<file path="src/rtl/seq_stim_tx.sv">
// Serial pattern transmitter: accepts a pattern word over valid/ready, optionally
// strobes the detector's state reset, then shifts the pattern out MSB-first.
module seq_stim_tx #(
    parameter int WIDTH = 8,
    parameter int LEN_W = 5
) (
    input  logic             clk,
    input  logic             rst_n,
    input  logic             in_valid,
    output logic             in_ready,
    input  logic [WIDTH-1:0] in_pattern,
    input  logic [LEN_W-1:0] in_len,
    input  logic             in_reset_first,
    input  logic             in_abort,
    output logic             out_data,
    output logic             out_state_reset,
    output logic             out_bit_valid,
    output logic             out_done,
    output logic             out_busy
);

    typedef enum logic [1:0] {
        IDLE  = 2'd0,
        RST   = 2'd1,
        SHIFT = 2'd2
    } state_t;

    state_t             state;
    state_t             state_next;
    logic [WIDTH-1:0]   shreg;
    logic [LEN_W-1:0]   rem;
    logic [LEN_W-1:0]   len_eff;
    logic               last_bit;
    logic               load;

    // Requests longer than the word are clamped to the full word.
    assign len_eff  = (in_len > LEN_W'(WIDTH)) ? LEN_W'(WIDTH) : in_len;
    assign last_bit = (state == SHIFT) && (rem == LEN_W'(1));
    assign load     = in_valid && in_ready && (len_eff != '0);

    always_ff @(posedge clk or negedge rst_n) begin
        if (!rst_n) begin
            state <= IDLE;
        end else begin
            state <= state_next;
        end
    end

    always_ff @(posedge clk or negedge rst_n) begin
        if (!rst_n) begin
            shreg <= '0;
            rem   <= '0;
        end else if (load) begin
            shreg <= in_pattern;
            rem   <= len_eff;
        end else if (in_abort && (state != IDLE)) begin
            shreg <= '0;
            rem   <= '0;
        end else if (state == SHIFT) begin
            shreg <= {shreg[WIDTH-2:0], 1'b0};
            rem   <= rem - LEN_W'(1);
        end
    end

    always_comb begin
        state_next = state;
        case (state)
            IDLE: begin
                if (load) state_next = in_reset_first ? RST : SHIFT;
            end
            RST: begin
                state_next = in_abort ? IDLE : SHIFT;
            end
            SHIFT: begin
                if (in_abort) begin
                    state_next = IDLE;
                end else if (rem == LEN_W'(1)) begin
                    // Chain straight into the next frame when one is accepted now.
                    if (load) state_next = in_reset_first ? RST : SHIFT;
                    else      state_next = IDLE;
                end
            end
            default: state_next = IDLE;
        endcase
    end

    always_comb begin
        in_ready        = 1'b0;
        out_data        = 1'b0;
        out_state_reset = 1'b0;
        out_bit_valid   = 1'b0;
        out_done        = 1'b0;
        out_busy        = (state != IDLE);
        case (state)
            IDLE: begin
                in_ready = !in_abort;
            end
            RST: begin
                out_state_reset = 1'b1;
            end
            SHIFT: begin
                out_data      = shreg[WIDTH-1];
                out_bit_valid = 1'b1;
                out_done      = last_bit;
                in_ready      = last_bit && !in_abort;
            end
            default: ;
        endcase
    end

endmodule

</file>
<file path="config.mk">
export PLATFORM = sky130hd
export DESIGN_NAME = seq_stim_tx
export DESIGN_NICKNAME = d
export VERILOG_FILES = /design/src/rtl/seq_stim_tx.sv
export SDC_FILE = /design/constraint.sdc
export NUM_CORES = 1
export LEC_CHECK = 0
export CORE_ASPECT_RATIO = 1.2
export CORE_MARGIN = 2
export CORE_UTILIZATION = 42
export DETAILED_ROUTE_END_ITERATION = 6
export HOLD_SLACK_MARGIN = 0.05
export MAX_ROUTING_LAYER = met4
export PLACE_DENSITY_LB_ADDON = 0.2
export SLEW_MARGIN = 10
export SYNTH_ARGS = -nofsm -noshare
export SYNTH_HDL_FRONTEND = slang
export SYNTH_SLANG_ARGS = --single-unit
</file>
<file path="constraint.sdc">
create_clock -name clk -period 3.5 [get_ports clk]
set_clock_uncertainty 0.05 [all_clocks]
set_input_delay 1.05 -clock clk [delete_from_list [all_inputs] [get_ports clk]]
set_output_delay 1.05 -clock clk [all_outputs]
set_load 0.05 [all_outputs]
</file>
==> metrics <==
status=finished clean; clock network power share=16.2%; final slew viol count=0; syn nets=117; Clock Sinks=15; Lkg Pwr=0.0005254 uW; Syn Inst Count=97; VDD IR-drop max=0.3275 mV; crit-path max cell delay=0.53 ns; num ports=24; required time of the critical path=2.40 ns; NetSw=233.0 uW; CP endpoint=in_ready; Final nets=143; PD cells=515.8 nW/um2; Flop pwr share=42.9%; Final Setup Violations=0; input/output buffers=23; worst-case reg-to-reg path depth=7; CTS Buf Count=3; Critical Path AT=2.09 ns; hold buffers post-CTS=0; post-CTS setup buffer count=0; Slew HR=51.06%; post-route ant nets=0; std cell rows=18; crit path kind=primary input to output pin; Layout area overhead=33.65%; Synth warnings=0; routed wire length=2.018 mm; Async S/R FF share, synth=100.0%; top post-synthesis cells by count=nand2_1, dfrtp_1, a21oi_1, mux2_2; fraction of power spent switching nets=36.50%; number of vias per cell=5.276; Int Power=405.3 uW; share of layout cells above drive strength 1=20.49%; worst slew pin tran=0.7318 ns; crit-path cells=clkdlybuf4s50_1 -> a211oi_4 -> buf_12; crit share post-route=91.19%; Critical Path Stages=3; Die Y-Extent=55.44 um; Critical path origin=in_abort; CTS tree=built; Most used DFF post-synth=dfrtp_1; R2R Path End=shreg[4]$_DFFE_PN0P_; initial antenna violation count=0; Setup crit end kind=output pin; register area share after synthesis=40.54%; crit path time final=3.192 ns; CP max FO=6; Synth area leader=dfrtp_1; Crit path buffers/inverters=2; max-cap viol count=0; Die Area=2598 um2; global placement routability congestion=0.8191; vias post-DR=802; grt total ovfl=0; Worst setup SP type=primary input; Core ar.=2072 um2; number of synthesized flops with an enable pin=0; combinational power share=40.8%; Ant. Diodes=0; first-pass GRT wire length=3.374 mm; top cell family by delay on the critical path=buffers and inverters; # DRC=0; Synth top area share=40.54%; PostCTS Resize Cnt=0; most common cell in the netlist=nand2_1; DP HPWL=1.464 mm; Place WS=0.3216 ns; First-pass DRT Iterations=4; Hold Fails Final Rpt=0; post-route setup slack=0.3083 ns; fmax=313.3 MHz; Synth area leaders=dfrtp_1, mux2_2, nand2_1; unrepaired setup endpoints after global routing=no; Avg Cell Area, Syn=9.545 um2; Die W=46.86 um; Total GRT Usage=18.11%; Worst R2R Start=rem[1]$_DFFE_PN0P_; R2R Setup Slk=1.16 ns; Clock Latency Late Sink=0.29 ns; WHS Path Cells=2; root buffer cell=clkbuf_4; Netlist Area Pre-Place=925.9 um2; CTS H-tree depth=1; vias in the first global route=783; CTS max path bufs=2; Clk pin slew, worst setup/hold paths=0.10 ns; post-DR wirelength/cell=13.28 um; Slowest-stage cell, CP=clkdlybuf4s50_1; Initial Util=44.69%; post-layout util=59.72%; drt initial violations=11; setup total negative slack=0 ns; largest net degree at the start of global routing=16; FF+latch count, synth=15; Hold Path Class=flop to flop; Pwr Total=638.3 uW; Cell variety after synth=35
[worst min-delay path by stage]
stage	from	end	slack (ns)
4_1_cts	shreg[0]$_DFFE_PN0P_	shreg[0]$_DFFE_PN0P_	0.54
2_1_floorplan	shreg[0]$_DFFE_PN0P_	shreg[0]$_DFFE_PN0P_	0.47
6_report	shreg[0]$_DFFE_PN0P_	shreg[0]$_DFFE_PN0P_	0.52
3_5_place_dp	rem[4]$_DFFE_PN0P_	rem[4]$_DFFE_PN0P_	0.52
3_3_place_gp	shreg[0]$_DFFE_PN0P_	shreg[0]$_DFFE_PN0P_	0.50
5_1_grt	rem[4]$_DFFE_PN0P_	rem[4]$_DFFE_PN0P_	0.57
[worst reg2reg max path: cells and delay by family, from the launching register on]
kind	cells	cell delay, ns
AND/OR/NAND/NOR	2	0.66
flip-flops	1	0.41
AO/OA/AOI/OAI	1	0.33
multiplexers	1	0.33
buffers and inverters	2	0.30
adder cells (fa/ha/maj)	1	0.16
[sequential cells by signal (all words and copies together), names as in the netlist]
name,count
rem,5
shreg,8
state,2
[metrics by stage]
step           cell area [um2]  instances  hold WS, ns
2_1_floorplan            932.1         97       0.4653
3_3_place_gp              1210        148       0.5049
3_5_place_dp              1210        148       0.5177
4_1_cts                   1237        152       0.5352
5_1_grt                   1237        152       0.5704
6_report                  1237        152       0.5225
[power groups by stage]
stage	Sequential (uW)	Combinational [uW]	Clock [uW]
6_report	274	261	104
5_1_grt	284	290	113
4_1_cts	275	264	109
3_5_place_dp	278	263	0
3_3_place_gp	275	257	0
2_1_floorplan	264	192	0
[layout by cell type (no fill, tap or decap), drive strengths merged, types with 2 or more instances in the layout]
cell type      instances
nor3                   2
buf                    5
and3                   2
dfrtp                 15
xnor2                  3
a31o                   3
ha                     2
inv                    4
nand4                  3
nand3                  2
nand2b                 3
and2                   2
mux2                   7
nor4                   2
clkbuf                 3
nor2                   2
nand2                 16
a21oi                  9
clkdlybuf4s50         21
[cells by family after synthesis]
group,Yosys count,synth area share (%)
buffers and inverters,9,3.782
DFF,15,40.54
adders and majority gates,2,2.702
xor gates and xnor gates,3,2.838
muxes,8,9.595
and+or+nand+nor,40,24.73
AOI/OAI and AO/OA,20,15.81
[per-layer routing]
layer  track usage, %  routed length (um)
met1            23.27                 892
met2            28.18                1018
met3            1.961                  63
met4            7.540                  43
met5                -                   0
[cell type report]
class / count / area (um2)
Clock buffer: 3 / 22.52
Clock inverter: 1 / 5.005
Fill cell: 192 / 834.6
Inverter: 4 / 15.01
Multi-Input combinational cell: 73 / 521.8
Sequential cell: 15 / 375.4
Tap cell: 30 / 37.54
Timing Repair Buffer: 26 / 260.3
Note: power is estimated with default switching activity, not from simulation.
